$ cat src/rtl/idli_grf_seq_m.sv
// Sequencer for the nibble-serial GRF: word phase, write-port arbitration,
// and PC boot/increment/branch generation.
module idli_grf_seq_m #(
  parameter logic [15:0] RESET_PC = 16'h0000,
  parameter logic [3:0]  PC_INC   = 4'h1
) (
  input  logic       i_seq_gck,
  input  logic       i_seq_rst,
  input  logic       i_seq_core_req,
  input  logic [2:0] i_seq_core_addr,
  input  logic [3:0] i_seq_core_data,
  output logic       o_seq_core_gnt,
  input  logic       i_seq_dbg_req,
  input  logic [2:0] i_seq_dbg_addr,
  input  logic [3:0] i_seq_dbg_data,
  output logic       o_seq_dbg_gnt,
  input  logic       i_seq_pc_inc,
  input  logic       i_seq_br_vld,
  input  logic [3:0] i_seq_br_data,
  input  logic [3:0] i_seq_pc_data,
  output logic [2:0] o_seq_a,
  output logic       o_seq_a_vld,
  output logic [3:0] o_seq_a_data,
  output logic       o_seq_pc_vld,
  output logic [3:0] o_seq_pc_data,
  output logic [1:0] o_seq_phase,
  output logic       o_seq_boot
);

  localparam logic [0:0] ST_BOOT = 1'b0;
  localparam logic [0:0] ST_RUN  = 1'b1;

  localparam logic [1:0] PM_NONE = 2'd0;
  localparam logic [1:0] PM_INC  = 2'd1;
  localparam logic [1:0] PM_BR   = 2'd2;

  logic [1:0] phase_q;
  logic [0:0] state_q;
  logic       rr_dbg_q;
  logic       carry_q;
  logic       act_q;
  logic       sel_dbg_q;
  logic [2:0] addr_q;
  logic [1:0] mode_q;

  logic       ph0, run, arb;
  logic       core_win, dbg_win, win;
  logic [2:0] win_addr;
  logic       pc_hit;
  logic       wr_act, wr_dbg;
  logic [2:0] wr_addr;
  logic [1:0] mode;
  logic [4:0] sum;

  assign ph0 = (phase_q == 2'd0);
  assign run = (state_q == ST_RUN);
  assign arb = run & ph0;

  // Round-robin only matters on a tie; rr_dbg_q names who wins it.
  assign core_win = arb & i_seq_core_req
                  & (~i_seq_dbg_req | ~rr_dbg_q);
  assign dbg_win  = arb & i_seq_dbg_req
                  & (~i_seq_core_req | rr_dbg_q);
  assign win      = core_win | dbg_win;
  assign win_addr = dbg_win ? i_seq_dbg_addr
                            : i_seq_core_addr;
  assign pc_hit   = win & (win_addr == 3'b111);

  assign wr_act  = ph0 ? win      : act_q;
  assign wr_dbg  = ph0 ? dbg_win  : sel_dbg_q;
  assign wr_addr = ph0 ? win_addr : addr_q;

  always_comb begin
    mode = mode_q;
    if (ph0) begin
      if (pc_hit)
        mode = PM_NONE;
      else if (i_seq_br_vld)
        mode = PM_BR;
      else if (i_seq_pc_inc)
        mode = PM_INC;
      else
        mode = PM_NONE;
    end
  end

  assign sum = {1'b0, i_seq_pc_data}
             + {1'b0, (ph0 ? PC_INC : 4'h0)}
             + {4'h0, (~ph0 & carry_q)};

  always_comb begin
    o_seq_core_gnt = 1'b0;
    o_seq_dbg_gnt  = 1'b0;
    o_seq_a        = 3'd0;
    o_seq_a_vld    = 1'b0;
    o_seq_a_data   = 4'h0;
    o_seq_pc_vld   = 1'b0;
    o_seq_pc_data  = 4'h0;
    o_seq_phase    = 2'd0;
    o_seq_boot     = 1'b0;
    if (i_seq_rst) begin
      o_seq_boot = 1'b1;
    end else if (!run) begin
      o_seq_boot    = 1'b1;
      o_seq_phase   = phase_q;
      o_seq_pc_vld  = 1'b1;
      o_seq_pc_data = RESET_PC[{phase_q, 2'b00} +: 4];
    end else begin
      o_seq_phase    = phase_q;
      o_seq_core_gnt = core_win;
      o_seq_dbg_gnt  = dbg_win;
      if (wr_act) begin
        o_seq_a_vld  = 1'b1;
        o_seq_a      = wr_addr;
        o_seq_a_data = wr_dbg ? i_seq_dbg_data
                              : i_seq_core_data;
      end
      unique case (mode)
        PM_BR: begin
          o_seq_pc_vld  = 1'b1;
          o_seq_pc_data = i_seq_br_data;
        end
        PM_INC: begin
          o_seq_pc_vld  = 1'b1;
          o_seq_pc_data = sum[3:0];
        end
        default: ;
      endcase
    end
  end

  always_ff @(posedge i_seq_gck) begin
    if (i_seq_rst) begin
      phase_q   <= 2'd0;
      state_q   <= ST_BOOT;
      rr_dbg_q  <= 1'b0;
      carry_q   <= 1'b0;
      act_q     <= 1'b0;
      sel_dbg_q <= 1'b0;
      addr_q    <= 3'd0;
      mode_q    <= PM_NONE;
    end else begin
      phase_q <= phase_q + 2'd1;
      carry_q <= sum[4];
      if (!run && phase_q == 2'd3)
        state_q <= ST_RUN;
      if (ph0) begin
        act_q     <= win;
        sel_dbg_q <= dbg_win;
        addr_q    <= win_addr;
        mode_q    <= mode;
      end
      if (win)
        rr_dbg_q <= core_win;
    end
  end

endmodule

$ cat config.mk
export PLATFORM = sky130hd
export DESIGN_NAME = idli_grf_seq_m
export DESIGN_NICKNAME = d
export VERILOG_FILES = /design/src/rtl/idli_grf_seq_m.sv
export SDC_FILE = /design/constraint.sdc
export NUM_CORES = 1
export LEC_CHECK = 0
export CAP_MARGIN = 15
export CORE_UTILIZATION = 42
export DETAILED_ROUTE_END_ITERATION = 8
export HOLD_SLACK_MARGIN = 0.03
export PLACE_DENSITY = 0.95
export REMOVE_ABC_BUFFERS = 1
export SYNTH_ARGS = -nofsm -noshare
export SYNTH_HDL_FRONTEND = slang
export SYNTH_SLANG_ARGS = --single-unit
export TNS_END_PERCENT = 10
$ cat constraint.sdc
create_clock -name i_seq_gck -period 6.1 [get_ports i_seq_gck]
set_clock_uncertainty 0.2 [all_clocks]
set_input_delay 0.61 -clock i_seq_gck [delete_from_list [all_inputs] [get_ports i_seq_gck]]
set_output_delay 0.61 -clock i_seq_gck [all_outputs]
set_load 0.03 [all_outputs]
==> results by group <==
STA
  – Unrepaired setup endpoints after global routing: no
  – Slew @ Worst Pin: 0.647 ns
  – Worst setup margin: 1.77 ns
  – Fmax: 231 MHz
  – Finish-stage setup viols: 0
  – Final slew viol count: 0
  – Crit path time final: 4.33 ns
  – Final Cycle Share: 70.9%
  – Max_slew headroom: 56.8%
  – Fin. Hold Viols: 0
  – Setup TNS Final: 0 ns

Worst setup path
  – R2R cell count: 6
  – WP buf/inv: 2
  – Arrival @ worst endpoint: 3.52 ns
  – Worst path max stage delay: 0.68 ns
  – Worst-path fanout max: 13
  – Setup crit start kind: input pin
  – Critical path cell sequence: clkdlybuf4s50_1 -> a21boi_0 -> a32oi_1 -> a21oi_2 -> a22oi_1 -> ha_1 -> or2_2 -> nor2_1 -> clkdlybuf4s50_1
  – Critical path class: in -> out
  – Crit end category: output pin
  – Req. time, crit path: 5.29 ns
  – Crit path top cell by count: clkdlybuf4s50_1
  – Critical Path Stages: 9
  – CP max stage cell: clkdlybuf4s50_1
  – Critical path's top delay family: buffers and inverters

Clock network
  – H-tree levels: 1
  – # hold bufs at CTS: 0
  – Clock root buffer master: clkbuf_4
  – Reg clk slew, reported paths: 0.06 ns
  – Clk buf depth: 2
  – CTS tree: done
  – Num CTS Buffers: 3
  – Clock sink count: 12
  – Post_cts resized: 0
  – Setup Buffers After CTS: 0
  – Clk_lat worst skew: 0.27 ns

Layout
  – Ratio of cells with drive above 1 in the final layout: 5.13%
  – Final-stage net count: 192
  – Area grow syn2layout: 52.8%
  – Commonest non-fill, non-tap cell in the layout: clkdlybuf4s50_1
  – Fill cells: 174
  – Register area: 240 µm²
  – Antenna cells: 0
  – Commonest cells after routing, fill and taps aside: 45 x clkdlybuf4s50_1, 18 x nor2_1, 12 x dfxtp_1
  – Multi-input gate area: 592 µm²

Synth
  – Post-Synth Adder-Cell Area: 9.19%
  – Mapped Area: 898 µm²
  – Area fraction in compound gates after synthesis: 24.8%
  – Leading post-synthesis cells by cell area: dfxtp_1 27%, nor2_1 7.5%, ha_1 7.0%
  – Synth Area in XOR/XNOR: 1.95%
  – Synth top area share: 26.7%
  – Cell variety after synth: 39
  – Prevailing post-synth register cell: dfxtp_1
  – Post-Synth Simple-Gate Area: 25.5%
  – Number of synthesized flops with an enable pin: 0
  – #FFs+latches synth: 12
  – Yosys top cell by area: dfxtp_1
  – Avg Cell Area, Syn: 7.88 µm²
  – Sequential share of the synthesized area: 26.7%
  – Synth Instances: 114
  – Share of flip-flops with an asynchronous set or reset: 0%
  – Largest family of logic cells by synthesized area: simple AND/OR/NAND/NOR gates
  – Post-synthesis mux area share: 4.46%
  – YS warnings: 0

Routing
  – ANT nets after route: 0
  – Via count: 971
  – WL/cell: 13.0 µm
  – Via/cell ratio: 5.31
  – Total Wirelength: 2.39 mm
  – Drt first pass iters: 4
  – Iteration-0 DRC Markers: 18
  – Drt drc: 0

Power and ir drop
  – P_leak: 0.562 nW
  – PwrDens: 151 nW/µm²
  – Worst vdd rail ir drop: 118 µV

Worst hold path
  – Cells on Worst Hold Path: 1
  – Hold WC Path Type: reg -> reg

Die
  – FP Rows: 16
  – Die width: 48.3 µm
  – Effective utilization at floorplan: 45.3%
  – Core footprint: 1980 µm²
  – Die area: 2330 µm²
  – Die Span Y: 48.3 µm
  – Top-level port count: 46

Placement
  – Port bufs: 45
  – Final GP Congestion: 0.874
  – Post-DP HPWL: 1.91 mm
  – DP Worst Slack: 1.78 ns

GRT
  – Initial antenna violation count: 0
  – Vias in the first global route: 817
  – Grt total ovfl: 0
  – Total GRT Usage: 22.2%
  – Largest net degree at the start of global routing: 20
  – First-pass GRT wire length: 3.45 mm

Status
  – Status: finished clean

Flow run
  – Max-cap viol count: 0
[flip-flops by register name (all words and copies together), names as in the netlist]
signal	flops
sel_dbg_q	1
phase_q	2
rr_dbg_q	1
act_q	1
run	1
mode_q	2
addr_q	3
carry_q	1
[cell type report]
| cell class | count | share of cell area (%) |
|---|---|---|
| well taps | 27 | 2.46 |
| repair buffers | 45 | 32.8 |
| multi-input cells | 87 | 43.1 |
| clock buffers | 3 | 1.64 |
| flip-flops and latches | 12 | 17.5 |
| inverters | 9 | 2.46 |
[per-stage QoR]
stage	std cells	util (%)	hold WS [ns]	area [µm²]	total power (W)
6_report	183	69.3	0.232	1370	0.000207
5_1_grt	183	69.3	0.284	1370	0.000222
4_1_cts	183	69.3	0.243	1370	0.000210
3_5_place_dp	180	68.1	0.227	1350	0.000162
3_3_place_gp	180	68.1	0.211	1350	0.000159
2_1_floorplan	108	-	0.202	866	0.000128
[Yosys cell counts, types with 2 or more instances]
master / count
a21oi_1: 4
clkbuf_1: 3
nor2_1: 18
nor2b_1: 2
nand3_1: 3
nand2b_1: 2
ha_1: 5
a21o_1: 3
a31oi_1: 2
nand2_1: 6
a22oi_1: 5
inv_1: 9
o21ai_0: 4
mux2i_1: 4
buf_2: 2
a211oi_1: 2
dfxtp_1: 12
nor3_1: 7
[power breakdown]
group          total [W]  internal (W)  switching [W]
Clock          0.0000468     0.0000228      0.0000239
Combinational  0.0000738     0.0000366      0.0000372
Sequential     0.0000863     0.0000835     0.00000277
[layer usage]
metal / global-route usage, % / wire, µm / vias up
li1: - / - / 489
met3: 5.93 / 129 / 4
met5: 0 / 0 / -
met2: 37.9 / 1170 / 31
met4: 10.6 / 35 / 0
met1: 25.5 / 1050 / 447
[kinds of logic (layout without fill, tap and decap cells)]
group	count (synthesis)	in the layout
buffers and inverters	15	57
multiplexers	4	4
XOR/XNOR	2	2
flip-flops	12	12
AND/OR/NAND/NOR	46	46
AO/OA/AOI/OAI	29	29
adder cells (fa/ha/maj)	6	6
[worst paths after layout]
kind	slack [ns]	startpoint	end
worst max-delay path	1.77	i_seq_dbg_req	o_seq_pc_data[0]
worst min-delay path	0.23	phase_q[0]$_SDFF_PP0_	phase_q[0]$_SDFF_PP0_
worst max register to register	3.87	phase_q[0]$_SDFF_PP0_	carry_q$_SDFF_PP0_
worst min register to register	0.23	phase_q[0]$_SDFF_PP0_	phase_q[0]$_SDFF_PP0_
[worst register-to-register path: cells and delay by family, from the launching register on]
kind / cells / cell delay, ns
fa+ha+maj: 3 / 1.22
buf+inv: 1 / 0.07
flops: 1 / 0.32
simple gates: 2 / 0.32
Note: power is estimated with default switching activity, not from simulation.
